<file path="config.mk">
export PLATFORM = sky130hd
export DESIGN_NAME = result_display_flat
export DESIGN_NICKNAME = d
export VERILOG_FILES = /design/src/rtl/result_display_if.sv /design/src/rtl/result_display.sv /design/src/flat_wrapper.sv
export SDC_FILE = /design/constraint.sdc
export NUM_CORES = 1
export LEC_CHECK = 0
export BUFFER_PORTS_ARGS = -buffer_cell sky130_fd_sc_hd__buf_2
export CAP_MARGIN = 25
export CORE_MARGIN = 4
export CORE_UTILIZATION = 35
export DETAILED_ROUTE_END_ITERATION = 8
export GPL_TIMING_DRIVEN = 0
export PLACE_DENSITY = 0.49
export SETUP_SLACK_MARGIN = 0.2
export SLEW_MARGIN = 20
export SYNTH_ARGS = -nofsm -noshare
export SYNTH_HDL_FRONTEND = slang
export SYNTH_SLANG_ARGS = --single-unit
</file>
<file path="constraint.sdc">
create_clock -name clock -period 1.7 [get_ports clock]
set_input_delay 0.255 -clock clock [delete_from_list [all_inputs] [get_ports clock]]
set_output_delay 0.255 -clock clock [all_outputs]
set_load 0.05 [all_outputs]
</file>
<file path="src/rtl/result_display_if.sv">
// result_display bus: held result in, multiplexed
// 7-segment drive and conversion status out.
interface result_display_if;
  logic [7:0] Value;
  logic [6:0] Seg;
  logic [2:0] An;
  logic       Busy;

  modport master (
    output Value,
    input  Seg,
    input  An,
    input  Busy
  );

  modport slave (
    input  Value,
    output Seg,
    output An,
    output Busy
  );
endinterface

</file>
<file path="src/rtl/result_display.sv">
// 8-bit result to 3-digit BCD via double-dabble, shown on a
// scanned common-anode 7-segment display with zero blanking.
module result_display #(
  parameter int unsigned SCAN_DIV = 1000
) (
  input  logic             clock,
  input  logic             reset_n,
  result_display_if.slave  bus
);

  typedef enum logic [1:0] {
    IDLE,
    SHIFT,
    COMMIT
  } state_t;

  localparam logic [15:0] DIV_MAX = 16'(SCAN_DIV - 1);

  state_t      state, state_n;
  logic [7:0]  last, last_n;
  logic [7:0]  src, src_n;
  logic [19:0] shreg, shreg_n;
  logic [19:0] adj;
  logic [2:0]  cnt, cnt_n;
  logic [11:0] digits, digits_n;

  logic [15:0] div;
  logic [1:0]  idx;
  logic [3:0]  nib;
  logic        blank;
  logic [6:0]  seg, seg_n;
  logic [2:0]  an, an_n;

  always_ff @(posedge clock or negedge reset_n) begin
    if (!reset_n) begin
      state  <= IDLE;
      last   <= '0;
      src    <= '0;
      shreg  <= '0;
      cnt    <= '0;
      digits <= '0;
    end else begin
      state  <= state_n;
      last   <= last_n;
      src    <= src_n;
      shreg  <= shreg_n;
      cnt    <= cnt_n;
      digits <= digits_n;
    end
  end

  // add-3 correction on each BCD nibble before the shift
  always_comb begin
    adj = shreg;
    if (shreg[19:16] >= 4'd5)
      adj[19:16] = shreg[19:16] + 4'd3;
    if (shreg[15:12] >= 4'd5)
      adj[15:12] = shreg[15:12] + 4'd3;
    if (shreg[11:8] >= 4'd5)
      adj[11:8] = shreg[11:8] + 4'd3;
  end

  always_comb begin
    state_n  = state;
    last_n   = last;
    src_n    = src;
    shreg_n  = shreg;
    cnt_n    = cnt;
    digits_n = digits;
    unique case (state)
      IDLE: begin
        if (bus.Value != last) begin
          shreg_n = {12'd0, bus.Value};
          src_n   = bus.Value;
          cnt_n   = '0;
          state_n = SHIFT;
        end
      end
      SHIFT: begin
        shreg_n = {adj[18:0], 1'b0};
        cnt_n   = cnt + 3'd1;
        if (cnt == 3'd7)
          state_n = COMMIT;
      end
      COMMIT: begin
        digits_n = shreg[19:8];
        last_n   = src;
        state_n  = IDLE;
      end
      default: state_n = IDLE;
    endcase
  end

  assign bus.Busy = (state != IDLE);

  always_ff @(posedge clock or negedge reset_n) begin
    if (!reset_n) begin
      div <= '0;
      idx <= '0;
    end else if (div == DIV_MAX) begin
      div <= '0;
      idx <= (idx == 2'd2) ? 2'd0 : idx + 2'd1;
    end else begin
      div <= div + 16'd1;
    end
  end

  always_comb begin
    nib   = digits[3:0];
    blank = 1'b0;
    unique case (1'b1)
      idx == 2'd0: begin
        nib   = digits[3:0];
        blank = 1'b0;
      end
      idx == 2'd1: begin
        nib   = digits[7:4];
        blank = (digits[11:4] == 8'd0);
      end
      idx == 2'd2: begin
        nib   = digits[11:8];
        blank = (digits[11:8] == 4'd0);
      end
      default: begin
        nib   = 4'd0;
        blank = 1'b1;
      end
    endcase
  end

  always_comb begin
    seg_n = 7'b1111111;
    unique case (nib)
      4'd0:    seg_n = 7'b1000000;
      4'd1:    seg_n = 7'b1111001;
      4'd2:    seg_n = 7'b0100100;
      4'd3:    seg_n = 7'b0110000;
      4'd4:    seg_n = 7'b0011001;
      4'd5:    seg_n = 7'b0010010;
      4'd6:    seg_n = 7'b0000010;
      4'd7:    seg_n = 7'b1111000;
      4'd8:    seg_n = 7'b0000000;
      4'd9:    seg_n = 7'b0010000;
      default: seg_n = 7'b1111111;
    endcase
    an_n = 3'b111;
    if (!blank)
      an_n = ~(3'b001 << idx);
    else
      seg_n = 7'b1111111;
  end

  always_ff @(posedge clock or negedge reset_n) begin
    if (!reset_n) begin
      seg <= 7'b1111111;
      an  <= 3'b111;
    end else begin
      seg <= seg_n;
      an  <= an_n;
    end
  end

  assign bus.Seg = seg;
  assign bus.An  = an;

endmodule

</file>
<file path="src/flat_wrapper.sv">
// flat-port wrapper written by rule: the top's interface ports become plain ports
module result_display_flat 
#(
  parameter int unsigned SCAN_DIV = 1000
)
  (clock, reset_n, bus_Value, bus_Seg, bus_An, bus_Busy);
  result_display_if bus_i ();
  input  logic clock;
  input  logic reset_n;
  input wire logic [$bits(bus_i.Value)-1:0] bus_Value;
  output wire logic [$bits(bus_i.Seg)-1:0] bus_Seg;
  output wire logic [$bits(bus_i.An)-1:0] bus_An;
  output wire logic [$bits(bus_i.Busy)-1:0] bus_Busy;
  assign bus_i.Value = bus_Value;
  assign bus_Seg = bus_i.Seg;
  assign bus_An = bus_i.An;
  assign bus_Busy = bus_i.Busy;
  result_display #(.SCAN_DIV(SCAN_DIV)) u_core (.clock(clock), .reset_n(reset_n), .bus(bus_i));
endmodule
</file>
# After elaboration in Yosys (flattened, before gate mapping)
# Memories as Yosys holds them, arrays and structs flattened.
# Index checks and enable logic that the tools add are counted.
[classes] add_sub_neg=6 n_lt_le_gt_ge=3 eq_ne=9 n_shift=1 muxes=16 n_bitwise=1 reduce_logical=9
[op_table] op="$pmux 20 s2" count=1
[op_table] op="$mux 20" count=1
[op_table] op="$add 16x1->16 const B" count=1
[op_table] op="$eq 16x10->1 const B" count=1
[op_table] op="$mux 16" count=1
[op_table] op="$ge 4x3->1 const B" count=3
[op_table] op="$pmux 4 s3" count=1
[op_table] op="$mux 3" count=3
[op_table] op="$add 4x2->4 const B" count=2
[op_table] op="$logic_not 8->1" count=1
[op_table] op="$mux 4" count=2
[op_table] op="$ne 8x8->1" count=1
[op_table] op="$mux 7" count=1
[op_table] op="$mux 2" count=3
[op_table] op="$pmux 3 s2" count=1
[op_table] op="$reduce_and 2->1" count=3
[op_table] op="$eq 2x1->1 const B" count=2
[op_table] op="$eq 2x2->1 const B" count=2
[op_table] op="$logic_not 2->1" count=2
[op_table] op="$logic_not 4->1" count=1
[op_table] op="$ne 2x1->1 const B" count=2
[op_table] op="$pmux 2 s2" count=1
[op_table] op="$reduce_bool 2->1" count=2
[op_table] op="$add 3x1->3 const B" count=1
[op_table] op="6 further kinds" count=6
[word_totals] register_bits=81 rom_bits=112 in_bits=10 output_inout_bits=11 word_cells=56 memories=1
[memory_table] name="(name not given)" depth=16 word_bits=7 read_ports=1 rd_clocked_by_memory_dff=0 write_ports=0 line_no="result_display.sv:133" text="unique case (nib)"

# Longest topological paths before layout
# Gate-level depths: netlist of the first run.
# An unclocked memory read counts as a cell.
[logic_depth] word_depth=4 mapped_depth=8 depth_no_buf=7

# Least setup slack after synthesis of the first run
# OpenSTA, ideal clock, no wires.
[synth_path] path_kind="register -> register" from="register u_core.idx[1]" to="register u_core.seg[3] (netlist: u_core.bus.Seg[3])" setup_time_ns=0.104 arrival_time_ns=1.739 required_time_ns=1.596 slack_ns=-0.143 path_stages_with_launch=8 path_buffers=1 synth_period_minus_slack_ns=1.843 path_cell_list="dfrtp_1 buf_2 mux2_2 o211ai_1 inv_1 ha_1 mux2i_1 o211ai_1"
[synth_via] elab_chain_cells=4 elab_cells_between_ends=7 classes_between="eq/ne: 2; mux: 3; reduce/logical: 1; memory: 1"
[synth_rtl] item="start: declaration" line_no="result_display.sv:28" text="logic [1:0] idx;"
[synth_rtl] item="start signal: assignment" line_no="result_display.sv:102" text="idx <= (idx == 2'd2) ? 2'd0 : idx + 2'd1;"
[synth_rtl] item="$eq 2x2->1, or another cell as far along" line_no="result_display.sv:120" text="idx == 2'd2: begin"
[synth_rtl] item="$pmux 4 s3" line_no="result_display.sv:111" text="unique case (1'b1)"
[synth_rtl] item="$mem_v2 16x7"
[synth_rtl] item="$mux 7 *" line_no="result_display.sv:147" text="if (!blank)"
[synth_rtl] item="named net u_core.seg_n[3]" line_no="result_display.sv:31" text="logic [6:0] seg, seg_n;"
[synth_rtl] item="end signal: assignment" line_no="result_display.sv:158" text="seg <= seg_n;"
[synth_rtl] item="end: declaration" line_no="result_display.sv:31"
# Mark *: on every way through the listed nets, which the timed path passes. The rest lies on a longest branch.
# A chain may end at the register's enable or synchronous reset.

# Worst setup path after layout of the first run
[layout_path] from="register u_core.idx[1]" to="register u_core.seg[4] (netlist: u_core.bus.Seg[4])"
# The elaborated chain is that of the path after synthesis.

==> flow_summary.toml, run 1 <==
[clocking]
cts_htree_levels = 3
cts_buffers = 9
ctsRootBufferMaster = "clkbuf_8"
cts_max_path_buffers = 2
cts_tree = "yes"
cts.sinks = 81
cts.reportedPaths.clkPinSlew_ns = 0.08
clk_latency_ns = 0.35

[power_and_ir_drop]
p_int_mw = 5.21
clkPwrFrac_pct = 18.1
power_mw = 8.16
comb_power_share_pct = 44.0
pwr_density_cell_nw_per_um2 = 1600
p_leak_nw = 2.22
netSwitchingFraction_pct = 36.2
p_switching_mw = 2.95
p_seq_share_pct = 38.0
peakVddDrop_v = 0.000728

[setup_path]
crit_family = "compound AO/OA/AOI/OAI gates"
crit_top_cell = "o211ai_1"
crit_chain = "buf_6, mux2_2, o211ai_1, buf_4, ha_2, a21o_1, o211ai_1"
required_ns = 1.96
crit_buf_inv = 2
cpPeakStageDelay_ns = 0.35
path_class = "reg2reg"
cp-start-kind = "register"
rr_endpoint = "u_core.bus.Seg[4]"
reg2reg_depth = 7
arrival_ns = 2.01
endpoint_kind = "register"
rrSetupSlack_ns = -0.04
worstPathMaxFanout = 4
cp_slowest_cell = "dfrtp_1"
worstReg2RegStart = "u_core.idx[1]"

[cells_and_area]
syn2layout_area_growth_pct = 31.6
antennaDiodeCount = 0
drive_gt1_share_pct = 45.2
fill_cells = 1001
nNetsFinal = 404
utilization_pct = 47.0
layout.cells.non_filler = 525

[synthesis]
synth_seq_area_share_pct = 52.7
syn_inst = 324
netlist.area_leader.share_pct = 45.9
synth.net_count = 348
ys_ff_latch = 81
synthesis.area_um2 = 3870
yosys.area.top_type = "dfrtp_1"
synth_edf_count = 0
ys_warn_count = 0
ys_types = 49
async_flop_share_pct = 100
synth_area_per_cell_um2 = 11.9
synth_most_common_cell = "dfrtp_1"
netlist_top_cells_area = "dfrtp_1 46%, mux2_2 9.3%, dfstp_2 6.8%, ha_1 4.5%, xnor2_1 3.2%"
yosys_most_used_dff = "dfrtp_1"
synth_commonest_cells = "71 x dfrtp_1, 32 x mux2_2, 24 x nand2_1"

[flow_run]
drv_cap = 0

[global_route]
overflow = 0
grt_pass1_wl_mm = 13.8
antenna_found_initial = 0
track_usage_pct = 13.6
grt_pass1_vias = 2728
grt_max_degree = 50

[sta]
final.setup_skew_ns = 0.00738
rsz0062_at_grt = "yes"
slew_headroom_pct = 61.3
setup_viol = 4
fin_crit_sh_pct = 103
max_freq_mhz = 573
final_max_slew_viol_count = 0
worstMarginPinSlew_ns = 0.575
setup_slack_ns = -0.0442
hold_violations = 0
period_minus_slack_ns = 1.74

[route]
first_pass_iters = 4
vias = 2667
ant_nets = 0
wl_met2_mm = 4.13
drt_iter0_drc = 46
drcViolationCount = 0
met3_length_um = 288
wl_met1_mm = 3.83
routedWlPerCell_um = 15.9
vias_per_cell = 5.08
highest_layer = "met4"
drt-total-wl_mm = 8.36

[floorplanning]
die_w_um = 113
initial_utilization_pct = 35.7
die_area_um2 = 12800
row_count = 38
ios = 21
fp.dieH_um = 113
coreArea_um2 = 10800

[placed_design]
gp_congestion = 0.799
placed_cells = 485
port_buffers = 20
dp_hpwl_mm = 5.14
pre_cts_ws_ns = -0.318

[min_path]
worstHoldEndpoint = "u_core.shreg[0]"
hold_depth = 2
hp-class = "in2reg"
hp-start = "bus_Value[0]"

[status]
status = "finished, violations left"
violations = "negative setup slack"
==> area by class of cell <==
type / instances / area (um^2) / area share [%]
plain buffers: 12 / 110 / 2.16
clock inverters: 2 / 35.0 / 0.688
multi-input cells: 216 / 2110 / 41.5
repair buffers: 45 / 389 / 7.65
clock buffers: 14 / 173 / 3.39
inverters: 15 / 56.3 / 1.11
well taps: 140 / 175 / 3.44
flip-flops and latches: 81 / 2040 / 40.1
==> cell usage in the layout (no fill, tap or decap), drive strengths merged, types with 2 or more instances in the layout <==
| master | synthesis | final |
|---|---|---|
| xnor2 | 14 | 14 |
| nand3 | 6 | 6 |
| a2bb2oi | 2 | 2 |
| o2bb2ai | 3 | 3 |
| o211ai | 7 | 7 |
| nand4 | 6 | 6 |
| o22ai | 5 | 5 |
| nor2b | 3 | 3 |
| clkbuf | 6 | 17 |
| o32ai | 2 | 2 |
| xor2 | 12 | 12 |
| mux2i | 8 | 8 |
| a21oi | 3 | 3 |
| nor3 | 4 | 4 |
| o21ai | 9 | 9 |
| a21o | 2 | 2 |
| and3 | 5 | 5 |
| nor4b | 3 | 3 |
| inv | 15 | 15 |
| dfstp | 10 | 10 |
| a221o | 7 | 7 |
| ha | 14 | 14 |
| dfrtp | 71 | 71 |
| nor2 | 11 | 11 |
| buf | 6 | 53 |
| and2 | 11 | 11 |
| a311o | 3 | 3 |
| nand2b | 5 | 5 |
| o31ai | 2 | 2 |
| mux2 | 32 | 32 |
| nor4 | 3 | 3 |
| nand2 | 24 | 24 |
==> worst max-delay path by stage <==
stage | from | endpoint | slack [ns] | cells past startpoint
finish | u_core.idx[1] | u_core.bus.Seg[4] | -0.04 | 7
global route | u_core.idx[1] | u_core.bus.Seg[0] | -0.16 | 7
CTS | u_core.idx[1] | u_core.bus.Seg[3] | -0.04 | 7
detailed placement | u_core.idx[1] | u_core.bus.Seg[3] | -0.32 | 7
global placement | u_core.idx[1] | u_core.bus.Seg[3] | -0.33 | 7
floorplan | u_core.idx[1] | u_core.bus.Seg[3] | -0.1 | 7
==> stage by stage <==
step | TNS, ns | hold WS [ns] | cell area, um^2
after floorplan | -0.225 | -0.0406 | 3880
after global placement | -24.75 | 0.441 | 4160
after detailed placement | -2.89 | 0.236 | 4190
after CTS | -0.0883 | 0.155 | 4850
after global routing | -0.839 | 0.154 | 5090
final | -0.159 | 0.177 | 5090
==> registers in the layout, indices dropped and copies added, names as in the netlist <==
signal and cells:
u_core.bus.An 3, u_core.bus.Seg 7, u_core.cnt 3, u_core.digits 12, u_core.div 16, u_core.idx 2
u_core.last 8, u_core.shreg 20, u_core.src 8, u_core.state 2
==> layer usage <==
metal | global-route usage [%] | vias up
li1 | - | 1265
met1 | 17.8 | 1357
met2 | 21.6 | 35
met3 | 3.69 | 10
met4 | 5.21 | 0
met5 | 0 | -
==> power by group through the flow <==
stage	sequential (mW)	combinational, mW	clock, mW
detailed placement	3.07	2.65	0
floorplan	3.23	1.85	0
CTS	3.07	3.42	1.53
finish	3.10	3.59	1.47
global placement	3.05	2.61	0
global route	3.19	3.92	1.63
==> timing repair <==
action                                 CTS  global route
buffers inserted                        15             5
setup endpoints to repair               72            78
pin swaps                               35             9
endpoints found under the hold margin   22             0
hold buffers                             1             0
cloned                                   3             0
resized for setup                       74            49
==> cell families (layout without fill, tap and decap cells) <==
family	Yosys count	count (layout)	share of synthesized area, %
AOI/OAI and AO/OA	52	52	10.5
adders and majority gates	14	14	4.53
and+or+nand+nor	84	84	11.9
buffers and inverters	27	88	3.04
DFF	81	81	52.7
xor gates and xnor gates	26	26	5.89
muxes	40	40	11.4
(Power assumes the default switching activity.)
==> run 2: changes to the inputs <==
--- a/config.mk
+++ b/config.mk
@@ -5,6 +5,7 @@
 export SDC_FILE = /design/constraint.sdc
 export NUM_CORES = 1
 export LEC_CHECK = 0
+export ABC_AREA = 1
 export BUFFER_PORTS_ARGS = -buffer_cell sky130_fd_sc_hd__buf_2
 export CAP_MARGIN = 25
 export CORE_MARGIN = 4
==> run 2 against run 1 <==
The flow now finishes without violations. Global-route usage about the same. Non-clock buffer count down 3. Register-to-register slack better by 0.099 ns. Fmax up 6.0%. Cell count up 26%. Die area up 2.2%. Area after synthesis up 2.3%. Wire length up 0.53%. Clock skew up 0.0011 ns. Worst setup slack better by 0.099 ns. Highest routed layer unchanged.
==> flow_summary.toml, run 2 <==
[clocking]
cts_buffers = 9
cts.reportedPaths.clkPinSlew_ns = 0.06
cts.sinks = 81
cts_htree_levels = 3
clk_latency_ns = 0.34
ctsRootBufferMaster = "clkbuf_16"
cts_max_path_buffers = 2
cts_tree = "yes"

[sta]
period_minus_slack_ns = 1.65
rsz0062_at_grt = "yes"
fin_crit_sh_pct = 96.8
slew_headroom_pct = 69.9
final_max_slew_viol_count = 0
final.setup_skew_ns = 0.00846
worstMarginPinSlew_ns = 0.452
fin_setup_tns_ns = 0
setup_viol = 0
hold_violations = 0
max_freq_mhz = 608
holdWs_ns = 0.195

[cells_and_area]
drive_gt1_share_pct = 27.9
fill_cells = 1096
largest_register = "u_core.shreg"
syn2layout_area_growth_pct = 26.1
nNetsFinal = 540
largest_reg_flops = 20
layout.cells.non_filler = 660
antennaDiodeCount = 0
reg_top3 = "u_core.shreg (20), u_core.div (16), u_core.digits (12)"
final_cell_mix = "91 x nand2_1, 67 x dfrtp_1, 47 x inv_1, 44 x nand3_1, 34 x o21ai_0"
layout_commonest_cell = "nand2_1"

[min_path]
hold_depth = 3
worstHoldEndpoint = "u_core.src[2]"
hp-class = "in2reg"
hp-start = "bus_Value[2]"

[setup_path]
crit_chain = "inv_2, nand2_2, o211ai_1, inv_2, ha_4, or2_1, nand2_1, nand3_1"
worstPathMaxFanout = 3
worstReg2RegStart = "u_core.idx[0]"
path_class = "reg2reg"
rrSetupSlack_ns = 0.05
reg2reg_depth = 8
cp_slowest_cell = "dfrtp_2"
endpoint_kind = "register"
required_ns = 1.95
arrival_ns = 1.90
rr_endpoint = "u_core.bus.Seg[3]"
cp-start-kind = "register"
crit_top_cell = "inv_2"
cpPeakStageDelay_ns = 0.44

[synthesis]
synth_edf_count = 0
yosys_most_used_dff = "dfrtp_1"
ys_ff_latch = 81
ys_types = 34
synth_most_common_cell = "nand2_1"
netlist.area_leader.share_pct = 44.9
synth_commonest_cells = "112 x nand2_1, 71 x dfrtp_1, 51 x inv_1"
netlist_top_cells_area = "dfrtp_1 45%, nand2_1 11%, dfstp_2 6.6%, nand3_1 5.8%, o21ai_0 5.6%"
ys_warn_count = 0
synth_seq_area_share_pct = 51.5
yosys.area.top_type = "dfrtp_1"
syn_inst = 463
async_flop_share_pct = 100
synth_area_per_cell_um2 = 8.55
synthesis.area_um2 = 3960
synth.net_count = 487

[floorplanning]
ios = 21
die_area_um2 = 13100
row_count = 38
initial_utilization_pct = 36.2
die_w_um = 114
fp.dieH_um = 114
coreArea_um2 = 10900

[route]
drcViolationCount = 0
drt_iter0_drc = 183
drt-total-wl_mm = 8.41
vias = 3159
first_pass_iters = 4
vias_per_cell = 4.79
ant_nets = 0
routedWlPerCell_um = 12.7

[status]
status = "completed"

[global_route]
antenna_found_initial = 0
grt_pass1_wl_mm = 14.2
grt_max_degree = 50
grt_pass1_vias = 2979
overflow = 0
track_usage_pct = 13.6

[flow_run]
drv_cap = 0

[power_and_ir_drop]
p_leak_nw = 2.48
power_mw = 8.60
pwr_density_cell_nw_per_um2 = 1720
peakVddDrop_v = 0.00109

[placed_design]
gp_congestion = 0.849
dp_hpwl_mm = 5.78
placed_cells = 624
port_buffers = 20
run 2: cell count changes after synthesis, sizes merged, moves of 7 or more:
cell / change
a21oi: +9
a221o: -7
and2: -11
inv: +42
mux2: -25
mux2i: -8
nand2: +94
nand3: +41
nor2: +27
o21ai: +36
xnor2: -7
run 2: report_power, final:
part	internal, mW	leakage (nW)	switching (mW)
combinational	1.33	1.33	2.15
sequential	2.65	0.999	0.428
clock	1.32	0.153	0.732
run 2: kinds of logic after synthesis:
group                      share of synthesized area [%]
AOI/OAI and AO/OA                                   8.47
DFF                                                 51.5
buffers and inverters                               6.83
and+or+nand+nor                                     23.5
xor gates and xnor gates                            3.32
muxes                                               1.99
adders and majority gates                           4.42
run 2: worst max-delay path by stage:
stage | slack, ns | from | end
after floorplan | 0.06 | u_core.idx[0] | u_core.bus.Seg[3]
after global placement | -0.45 | reset_n | u_core.idx[1]
after detailed placement | -0.13 | u_core.idx[0] | u_core.bus.Seg[3]
after CTS | 0.05 | u_core.idx[0] | u_core.bus.Seg[3]
after global routing | -0.03 | u_core.idx[0] | u_core.bus.Seg[3]
final | 0.05 | u_core.idx[0] | u_core.bus.Seg[3]
run 2: cell type report:
cell class / instances / area, um^2 / area share (%)
flip-flops and latches: 81 / 2040 / 40.9
multi-input cells: 313 / 1840 / 36.9
repair buffers: 42 / 313 / 6.26
clock buffers: 12 / 246 / 4.94
inverters: 57 / 219 / 4.38
well taps: 140 / 175 / 3.51
plain buffers: 12 / 88.8 / 1.78
clock inverters: 3 / 65.1 / 1.30
run 2: worst max-delay path: cells and delay by family, from the launching register on:
kind / cells / cell delay (ns)
DFF: 1 / 0.44
and+or+nand+nor: 4 / 0.40
AOI/OAI and AO/OA: 1 / 0.29
adders and majority gates: 1 / 0.24
buffers and inverters: 2 / 0.19
run 2: per-layer routing:
layer,vias up,track usage [%],wire length (um)
met4,0,4.99,150
met5,-,0,0
met3,15,3.70,332
li1,1593,-,-
met2,56,20.9,3770
met1,1495,18.5,4160
run 2: repair_timing:
| item | CTS | global route |
|---|---|---|
| hold buffers | 1 | 0 |
| setup buffers | 13 | 7 |
| pin swaps | 7 | 19 |
| endpoints found under the hold margin | 32 | 0 |
| setup endpoints to repair | 23 | 58 |
| gates resized for setup | 9 | 85 |
run 2: per-stage QoR:
step / util, % / instance area, um^2 / worst slack, ns
finish: 45.7 / 4990 / 0.0543
global route: 45.7 / 4990 / -0.0316
CTS: 43.2 / 4720 / 0.0489
detailed placement: 39.1 / 4270 / -0.130
global placement: 38.8 / 4240 / -0.445
floorplan: - / 3970 / 0.0590
==> run 3: changes to the inputs <==
--- a/config.mk
+++ b/config.mk
@@ -8,11 +8,13 @@
 export ABC_AREA = 1
 export BUFFER_PORTS_ARGS = -buffer_cell sky130_fd_sc_hd__buf_2
 export CAP_MARGIN = 25
+export CELL_PAD_IN_SITES_DETAIL_PLACEMENT = 0
+export CELL_PAD_IN_SITES_GLOBAL_PLACEMENT = 2
 export CORE_MARGIN = 4
-export CORE_UTILIZATION = 35
+export CORE_UTILIZATION = 34
 export DETAILED_ROUTE_END_ITERATION = 8
 export GPL_TIMING_DRIVEN = 0
-export PLACE_DENSITY = 0.49
+export PLACE_DENSITY = 0.72
 export SETUP_SLACK_MARGIN = 0.2
 export SLEW_MARGIN = 20
 export SYNTH_ARGS = -nofsm -noshare
==> run 3 against run 2 <==
Worst setup slack better by 0.031 ns. Total power up 6.4%. First-iteration DRC count fell by 35%. Largest cell class unchanged.
==> flow_summary.toml, run 3 (synthesis gave the netlist of run 2 again) <==
[power_and_ir_drop]
comb_power_share_pct = 41.1
netSwitchingFraction_pct = 38.8
pwr_density_cell_nw_per_um2 = 1760
p_leak_nw = 2.56
clkPwrFrac_pct = 24.8
p_switching_mw = 3.55
peakVddDrop_v = 0.000798
p_int_mw = 5.61
power_mw = 9.15
p_seq_share_pct = 34.1

[sta]
slew_headroom_pct = 65.1
max_freq_mhz = 619
setup_viol = 0
fin_crit_sh_pct = 95.0
final.setup_skew_ns = 0.00667
worstMarginPinSlew_ns = 0.519
hold_violations = 0
final_max_slew_viol_count = 0
rsz0062_at_grt = "yes"
fin_setup_tns_ns = 0
holdWs_ns = 0.190
period_minus_slack_ns = 1.61

[placed_design]
dp_hpwl_mm = 6.18
port_buffers = 20
gp_congestion = 0.725

[route]
ant_nets = 0
vias = 3145
drcViolationCount = 0
drt-total-wl_mm = 9.15
routedWlPerCell_um = 13.7
first_pass_iters = 4
drt_iter0_drc = 119
vias_per_cell = 4.71

[global_route]
antenna_found_initial = 0
grt_pass1_wl_mm = 15.3
track_usage_pct = 14.6
overflow = 0
grt_max_degree = 52
grt_pass1_vias = 3033

[cells_and_area]
largest_register = "u_core.shreg"
drive_gt1_share_pct = 31.8
antennaDiodeCount = 0
nNetsFinal = 544
reg_top3 = "u_core.shreg (20), u_core.div (16), u_core.digits (12)"
fill_cells = 1160
largest_reg_flops = 20
layout_commonest_cell = "nand2_1"
syn2layout_area_growth_pct = 31.4
final_cell_mix = "91 x nand2_1, 67 x dfrtp_1, 49 x inv_1, 36 x o21ai_0, 30 x nor2_1"

[setup_path]
endpoint_kind = "register"
arrival_ns = 1.88
worstPathMaxFanout = 4
path_class = "reg2reg"
cp-start-kind = "register"
required_ns = 1.97

[floorplanning]
initial_utilization_pct = 34.7
ios = 21
coreArea_um2 = 11400
fp.dieH_um = 116
row_count = 39
die_w_um = 116
die_area_um2 = 13400

[clocking]
cts_max_path_buffers = 2
cts_tree = "yes"
clk_latency_ns = 0.35
cts.reportedPaths.clkPinSlew_ns = 0.06
cts_htree_levels = 3
cts.sinks = 81
ctsRootBufferMaster = "clkbuf_16"
cts_buffers = 9

[status]
status = "completed"

[flow_run]
drv_cap = 0

[min_path]
hp-class = "in2reg"
==> run 3: area by class of cell <==
cell class	count	area (um^2)	share of cell area, %
repair buffers	46	374	7.19
plain buffers	12	97.6	1.88
clock buffers	11	243	4.67
clock inverters	5	103	1.97
multi-input cells	313	1940	37.3
well taps	143	179	3.44
inverters	57	219	4.21
flip-flops and latches	81	2040	39.3
==> run 3: what timing repair did <==
item / 4_1_cts / 5_1_grt
gates cloned: 0 / 2
endpoints found under the hold margin: 30 / 0
resized for setup: 11 / 102
setup buffers: 8 / 14
pin swaps: 7 / 27
hold buffers: 1 / 0
setup endpoints to repair: 24 / 59
==> run 3: worst max-delay path: stages, from the launching register on <==
cell      delay [ns]
dfrtp_2         0.44
inv_2           0.09
nand2_2         0.06
o211ai_1        0.24
inv_1           0.13
ha_4            0.22
or2_1           0.21
nand2_1         0.07
nand3_1         0.06
==> run 3: worst paths after layout <==
path                            depth (start not counted)           endpoint  slack, ns      startpoint
worst max-delay path                                    8  u_core.bus.Seg[3]       0.09   u_core.idx[0]
worst max register to register                          8  u_core.bus.Seg[3]       0.09   u_core.idx[0]
worst min-delay path                                    3      u_core.src[4]       0.19    bus_Value[4]
min in group asynchronous                               2     u_core.last[4]       0.39         reset_n
max in group asynchronous                               3   u_core.bus.An[2]       0.65         reset_n
worst min register to register                          1     u_core.div[15]       0.48  u_core.div[15]
==> run 3: routing by layer <==
layer  routed length [um]  global-route usage, %  vias up  part of all wire (%)
li1                     -                      -     1600                     -
met1                 4790                   21.4     1503                    52
met2                 3910                   20.6       30                    43
met3                  294                   3.76       12                   3.2
met4                  163                   5.80        0                   1.8
met5                    0                      0        -                     0
==> run 3: per-stage QoR <==
step	instance area (um^2)	utilization [%]	cells	worst slack, ns
after global routing	5200	45.6	668	-0.0541
after detailed placement	4280	37.5	627	-0.158
after floorplan	3970	-	463	0.0590
final	5200	45.6	668	0.0851
after global placement	4250	37.2	626	-0.486
after CTS	4720	41.3	652	0.0685
==> run 3: power by group through the flow <==
stage / clock [mW] / sequential [mW] / combinational (mW)
finish: 2.27 / 3.12 / 3.76
global route: 2.41 / 3.21 / 4.25
CTS: 2.33 / 3.06 / 3.07
detailed placement: 0 / 3.09 / 2.97
global placement: 0 / 3.07 / 2.94
floorplan: 0 / 3.30 / 1.99
